<file path="src/rtl/fetch_unit.sv">
// fetch_unit
// Instruction fetch front end. Walks a fetch pointer through instruction
// memory one word (4 bytes) at a time. Returned words are buffered with their
// fetch address in a 2-entry FIFO that feeds decode. Branch/jump redirects
// flush the FIFO and retarget the fetch pointer. If a request is still
// outstanding when a redirect arrives, its data is drained and dropped.
//
// Ports
//   clk, rst        : clock; asynchronous active-high reset
//   redirect_valid  : redirect request this cycle
//   redirect_pc     : redirect target
//   pc_load         : program counter load enable
//   pc_next         : value loaded into the program counter
//   imem_req        : instruction memory request
//   imem_addr       : instruction memory request address (the addr_q register)
//   imem_ack        : memory acknowledge; imem_rdata is valid in the same cycle
//   imem_rdata      : returned instruction word
//   inst_valid      : the FIFO head is valid
//   inst_data       : instruction word at the FIFO head
//   inst_pc         : fetch address of the FIFO head
//   inst_ready      : decode accepts the head this cycle
module fetch_unit #(
  parameter int ADDR_WIDTH = 32,
  parameter int DATA_WIDTH = 32,
  parameter logic [ADDR_WIDTH-1:0] RESET_PC = '0
) (
  input  logic                  clk,
  input  logic                  rst,
  input  logic                  redirect_valid,
  input  logic [ADDR_WIDTH-1:0] redirect_pc,
  output logic                  pc_load,
  output logic [ADDR_WIDTH-1:0] pc_next,
  output logic                  imem_req,
  output logic [ADDR_WIDTH-1:0] imem_addr,
  input  logic                  imem_ack,
  input  logic [DATA_WIDTH-1:0] imem_rdata,
  output logic                  inst_valid,
  output logic [DATA_WIDTH-1:0] inst_data,
  output logic [ADDR_WIDTH-1:0] inst_pc,
  input  logic                  inst_ready
);

  typedef enum logic [1:0] {IDLE, REQ, STALL, DRAIN} state_t;

  state_t                  state, state_nxt;
  logic [ADDR_WIDTH-1:0]   fetch_pc, fetch_pc_nxt;
  logic [ADDR_WIDTH-1:0]   addr_q, addr_nxt, addr_inc;
  logic [ADDR_WIDTH-1:0]   fifo_pc   [2];
  logic [DATA_WIDTH-1:0]   fifo_data [2];
  logic                    wr_ptr, rd_ptr;
  logic [1:0]              count, count_nxt;
  logic                    push, pop;

  assign addr_inc   = addr_q + ADDR_WIDTH'(4);
  assign imem_req   = (state == REQ) || (state == DRAIN);
  assign imem_addr  = addr_q;
  assign inst_valid = (count != 2'd0);
  assign inst_data  = fifo_data[rd_ptr];
  assign inst_pc    = fifo_pc[rd_ptr];

  // A redirect overrides everything else. The ack data is dropped and any
  // pop in the same cycle is lost, because the FIFO is flushed anyway.
  // Acks are only accepted while a request is actually outstanding.
  assign push = (state == REQ) && imem_ack && !redirect_valid;
  assign pop  = inst_valid && inst_ready && !redirect_valid;

  always_comb begin
    if (redirect_valid)
      count_nxt = 2'd0;
    else
      count_nxt = count + {1'b0, push} - {1'b0, pop};
  end

  always_comb begin
    state_nxt    = state;
    addr_nxt     = addr_q;
    fetch_pc_nxt = fetch_pc;
    pc_load      = 1'b0;
    pc_next      = '0;

    if (redirect_valid) begin
      fetch_pc_nxt = redirect_pc;
      pc_load      = 1'b1;
      pc_next      = redirect_pc;
    end else if (push) begin
      fetch_pc_nxt = addr_inc;
      pc_load      = 1'b1;
      pc_next      = addr_inc;
    end

    case (state)
      IDLE: begin
        state_nxt = REQ;
        addr_nxt  = redirect_valid ? redirect_pc : fetch_pc;
      end
      REQ: begin
        if (redirect_valid) begin
          // Without an ack the request stays on the bus until memory
          // answers. Its data is then drained and dropped.
          if (imem_ack) begin
            state_nxt = REQ;
            addr_nxt  = redirect_pc;
          end else begin
            state_nxt = DRAIN;
          end
        end else if (imem_ack) begin
          addr_nxt  = addr_inc;
          state_nxt = (count_nxt == 2'd2) ? STALL : REQ;
        end
      end
      STALL: begin
        // The next request reuses addr_q, which already equals fetch_pc.
        if (redirect_valid) begin
          state_nxt = REQ;
          addr_nxt  = redirect_pc;
        end else if (count_nxt != 2'd2) begin
          state_nxt = REQ;
        end
      end
      DRAIN: begin
        if (imem_ack) begin
          state_nxt = REQ;
          addr_nxt  = redirect_valid ? redirect_pc : fetch_pc;
        end
      end
      default: state_nxt = IDLE;
    endcase

    if (rst) begin
      pc_load = 1'b0;
      pc_next = '0;
    end
  end

  always_ff @(posedge clk or posedge rst) begin
    if (rst) begin
      state    <= IDLE;
      fetch_pc <= RESET_PC;
      addr_q   <= RESET_PC;
      wr_ptr   <= 1'b0;
      rd_ptr   <= 1'b0;
      count    <= 2'd0;
      for (int i = 0; i < 2; i++) begin
        fifo_pc[i]   <= '0;
        fifo_data[i] <= '0;
      end
    end else begin
      state    <= state_nxt;
      fetch_pc <= fetch_pc_nxt;
      addr_q   <= addr_nxt;
      count    <= count_nxt;
      if (redirect_valid) begin
        wr_ptr <= 1'b0;
        rd_ptr <= 1'b0;
      end else begin
        if (push) begin
          fifo_pc[wr_ptr]   <= addr_q;
          fifo_data[wr_ptr] <= imem_rdata;
          wr_ptr            <= ~wr_ptr;
        end
        if (pop)
          rd_ptr <= ~rd_ptr;
      end
    end
  end

endmodule

</file>
<file path="config.mk">
export PLATFORM = sky130hd
export DESIGN_NAME = fetch_unit
export DESIGN_NICKNAME = d
export VERILOG_FILES = /design/src/rtl/fetch_unit.sv
export SDC_FILE = /design/constraint.sdc
export NUM_CORES = 1
export LEC_CHECK = 0
export CAP_MARGIN = 20
export CORE_ASPECT_RATIO = 1.2
export CORE_MARGIN = 2
export CORE_UTILIZATION = 50
export CTS_CLUSTER_SIZE = 30
export DETAILED_ROUTE_END_ITERATION = 8
export PLACE_DENSITY = 0.86
export SLEW_MARGIN = 10
export SYNTH_ARGS = -nofsm -noshare
export SYNTH_HDL_FRONTEND = slang
export SYNTH_SLANG_ARGS = --single-unit
</file>
<file path="constraint.sdc">
create_clock -name clk -period 10 [get_ports clk]
set_input_delay 1.5 -clock clk [delete_from_list [all_inputs] [get_ports clk]]
set_output_delay 1.5 -clock clk [all_outputs]
set_load 0.05 [all_outputs]
</file>
### Word-level counts from Yosys, hierarchy flattened

Cells that the tools add are included.

| word-level totals | value |
|---|---|
| flip-flop bits (word level) | 198 |
| latch bits | 0 |
| bits in writable memories | 0 |
| memory bits (read-only) | 0 |
| bits of input ports | 69 |
| output and inout port bits | 131 |
| word-level logic and storage cells | 83 |
| memories kept | 0 |

| operators by class | value |
|---|---|
| add/subtract/negate cells | 3 |
| multiply operators | 0 |
| divide/modulo/power cells | 0 |
| magnitude comparators | 3 |
| equality and inequality tests | 10 |
| shifts and indexed selects | 0 |
| muxes and demuxes | 38 |
| bitwise logic cells | 5 |
| reduce and logical (&&, ||, !) cells | 14 |

Operators by type and width:

| operator | number |
|---|---|
| $mux 32 | 18 |
| $bwmux 64 | 2 |
| $pmux 32 s4 | 1 |
| $add 32x3->32 const B | 1 |
| $demux 32 s1 | 1 |
| $mux 2 | 8 |
| $ne 2x2->1 const B | 4 |
| $pmux 2 s4 | 1 |
| $mux 1 | 7 |
| $eq 2x2->1 const B | 3 |
| $ne 3x3->1 const B | 2 |
| $reduce_and 3->1 | 2 |
| $reduce_bool 2->1 | 3 |
| $logic_and 1x1->1 | 5 |
| $ge 2x2->1 const B | 2 |
| $not 1->2 | 2 |
| $not 1->1 | 3 |
| $add 2x1->2 | 1 |
| $eq 2x1->1 const B | 1 |
| $logic_not 2->1 | 1 |
| $lt 2x1->1 const B | 1 |
| $reduce_and 2->1 | 1 |
| $sub 2x1->2 | 1 |
| $logic_not 1->1 | 1 |
| $logic_or 1x1->1 | 1 |

### Longest topological paths before layout

| logic depth | value |
|---|---|
| word-level depth | 11 |
| mapped depth | 14 |
| gate-level depth less buffers | 13 |

### Worst setup path before layout

OpenSTA, ideal clock, no wires.

| timing path | value |
|---|---|
| path kind | in2out |
| start point | input port rst |
| end point | output port pc_next[23] |
| arrival | 8527 ps |
| required time | 8500 ps |
| path slack | -27 ps |
| stages on the path | 6 |
| buffers on the path | 1 |
| cells stage by stage | inv_1 o21ai_1 inv_1 clkbuf_1 o21ai_0 a21oi_1 |

| between the ends | value |
|---|---|
| cells in the longest elaborated chain, start to end | 1 |

RTL lines:

| what | line | source |
|---|---|---|
| start, declared | 28 | `input logic rst,` |
| $mux 32 | 129 | `if (rst) begin` |
| end, declared | 32 | `output logic [ADDR_WIDTH-1:0] pc_next,` |

No other way between the ends.

### Worst setup path after layout

| timing path | value |
|---|---|
| start point | input port imem_ack |
| end point | output port pc_next[13] |

| between the ends | value |
|---|---|
| cells in the longest elaborated chain, start to end | 5 |

RTL lines:

| what | line | source |
|---|---|---|
| start, declared | 35 | `input logic imem_ack,` |
| $logic_and 1x1->1 (2 in series) | 64 | `assign push = (state == REQ) && imem_ack && !redirect_valid;` |
| $mux 32 | 85 | `end else if (push) begin` |
| $mux 32 | 81 | `if (redirect_valid) begin` |
| $mux 32 | 129 |  |

No other way between the ends.

==> results.json <==
{
  "cellLeakagePower_nw": 5.56,
  "dieArea_sq_um": 22800,
  "worst-path-buf-inv": 3,
  "diodes": 0,
  "rows": 58,
  "ys_seq_area_share_pct": 46.0,
  "worst_path_most_repeated_cell": "clkdlybuf4s50_1",
  "globalRouteOverflowTotal": 0,
  "synthToLayoutAreaGrowth_pct": 24.7,
  "netlist_area_sq_um": 10800,
  "p_per_area_nw_per_um2": 364,
  "setup_viol": 0,
  "min_period_ns": 6.22,
  "clk_pin_slew_ns": 0.07,
  "drive_above_1_share_pct": 21.7,
  "cts_setup_buffers": 0,
  "synth_area_per_cell_sq_um": 10.6,
  "layout.nets": 1236,
  "drv_cap": 0,
  "antenna_found_initial": 1,
  "cp_cell_sequence": "clkdlybuf4s50_1, and2_1, o21ai_2, inv_1, o21ai_0, o21ba_2, clkdlybuf4s50_1",
  "synth-seq-cells": 198,
  "grt_max_degree": 186,
  "first_pass_iters": 6,
  "drc": 0,
  "num-fill-cells": 1640,
  "worst_slew_pin_slew_ns": 1.04,
  "wl_per_cell_um": 20.8,
  "cts_inserted_buffers": 17,
  "synth-main-ff-cell": "dfrtp_1",
  "period_share_pct": 62.2,
  "cp.required_ns": 8.50,
  "grt_pass1_wl_um": 48600,
  "grt_pass1_vias": 9068,
  "rsz0062_at_grt": "false",
  "root_buffer": "clkbuf_16",
  "worstPathArrival_ns": 4.72,
  "core_area_sq_um": 21000,
  "fin_worst_skew_ns": 0.00828,
  "start_kind": "input port",
  "yosys_warnings": 0,
  "start_util_pct": 51.2,
  "min_path_type": "flop to flop",
  "synth_cell_types": 69,
  "drt-total-wl_um": 30000,
  "htree_num_levels": 4,
  "hold_viol_final": 0,
  "synth_cells": 1020,
  "ys_async_sr_fraction_pct": 100,
  "port-buffer-count": 199,
  "ctsResizeCount": 0,
  "ir_drop_mv": 0.252,
  "fmax_mhz": 161,
  "dieWidth_um": 138,
  "routed-via-count": 9024,
  "die_y_um": 165,
  "clock_latency_ns": 0.43,
  "ioPinCount": 200,
  "grt.total_usage_pct": 26.5,
  "end_kind": "primary output",
  "cts.sinks": 198,
  "cp_max_fo": 17,
  "setup_tns_ns": 0,
  "cts_tree": "done",
  "cts_buffer_depth": 2,
  "criticalPathCategory": "input port to primary output",
  "place_congestion": 0.890,
  "whs_ns": 0.484,
  "slowest_delay_ns": 0.70,
  "syn_nets": 1095,
  "relSlewSlack_pct": 30.5,
  "crit_family": "buffers and inverters",
  "viasPerCell": 6.25,
  "drt_iter0_markers": 796,
  "hold_buffers": 0,
  "outcome": "completed",
  "place_hpwl_um": 19700,
  "slew_violations": 0,
  "slowest_stage": "clkdlybuf4s50_1",
  "final_antenna_net_count": 0,
  "synth-edff-count": 0
}
==> state kept, by name, indices dropped and copies added, names as in the netlist <==
signal	flops
rd_ptr	1
wr_ptr	1
imem_addr	32
fifo_data	64
fifo_pc	64
state	2
count	2
fetch_pc	32
==> logic make-up after synthesis <==
logic type | count (synthesis) | share of synthesized area (%)
fa+ha+maj | 6 | 0.696
mux | 205 | 21.2
xor+xnor | 29 | 2.36
buf+inv | 109 | 4.26
simple gates | 251 | 11.9
compound gates | 222 | 13.7
flops | 198 | 46.0
==> layout make-up <==
type	instances	area (sq um)	area share, %
multi-input combinational	713	5400	40.1
sequential	198	4960	36.9
timing repair buffer	209	2070	15.4
clock buffer	17	425	3.16
tap	270	338	2.51
clock inverter	14	166	1.24
inverter	22	86.3	0.642
==> worst min-delay path, delay by kind of cell (launching register included) <==
kind	cells	cell delay, ns
compound gates	1	0.06
flops	1	0.34
simple gates	1	0.04
==> cell usage after synthesis (20+ instances only) <==
cell	instances	share of area, %
nor2_1	40	1.4
xnor2_1	21	1.7
inv_1	20	0.70
mux2_2	184	19
dfrtp_1	198	46
o21ai_0	59	2.7
mux2i_1	21	1.9
nand3_1	21	0.97
nand2_1	106	3.7
buf_2	22	1.0
clkbuf_1	55	1.9
a21oi_1	46	2.1
==> layer usage <==
metal | up-vias | share of wire [%] | track usage, %
met5 | - | 0 | 0
met4 | 0 | 2.8 | 10.4
met3 | 62 | 7.8 | 5.57
met2 | 442 | 48 | 43.6
met1 | 4517 | 41 | 34.7
li1 | 4003 | - | -
==> placed cells by master, fill, tap and decap left out, drive strengths merged, types with 7 or more instances in the layout <==
cell	count
nor2	42
nand2b	8
a31oi	17
xor2	8
buf	11
xnor2	21
clkdlybuf4s50	198
nand3	21
mux2	184
o21ai	61
nor4	12
dfrtp	198
nand2	110
o31ai	10
nand4	17
mux2i	21
o221ai	8
a21oi	46
a32o	7
inv	26
nor3	10
clkbuf	17
==> power by group <==
group          total [mW]  internal, mW  switching, mW
Sequential           1.52          1.15          0.363
Clock               0.700         0.375          0.326
Combinational        2.68          1.06           1.62
Total                4.90          2.59           2.31
==> path summary, 6_finish.rpt <==
check / startpoint / endpoint / slack [ns] / depth (start not counted)
setup / recovery: imem_ack / pc_next[13] / 3.78 / 7
hold / removal: fifo_pc[11] / fifo_pc[11] / 0.48 / 2
setup reg to reg: state[1] / fifo_data[40] / 5.65 / 8
hold reg to reg: fifo_pc[11] / fifo_pc[11] / 0.48 / 2
max in group asynchronous: rst / fifo_pc[21] / 7.22 / 3
min in group asynchronous: rst / rd_ptr / 1.47 / 2
==> metrics by stage <==
| stage | setup WS [ns] | instance area (sq um) | instances | total power, mW | util (%) |
|---|---|---|---|---|---|
| final | 3.78 | 13400 | 1443 | 4.90 | 63.9 |
| after global routing | 3.65 | 13400 | 1443 | 5.14 | 63.9 |
| after CTS | 3.83 | 13400 | 1443 | 4.90 | 63.9 |
| after detailed placement | 3.83 | 12900 | 1412 | 4.19 | 61.1 |
| after global placement | 3.86 | 12900 | 1412 | 4.12 | 61.1 |
| after floorplan | 2.19 | 10800 | 1020 | 3.38 | - |
No activity file was read; power rests on OpenSTA's default activity.
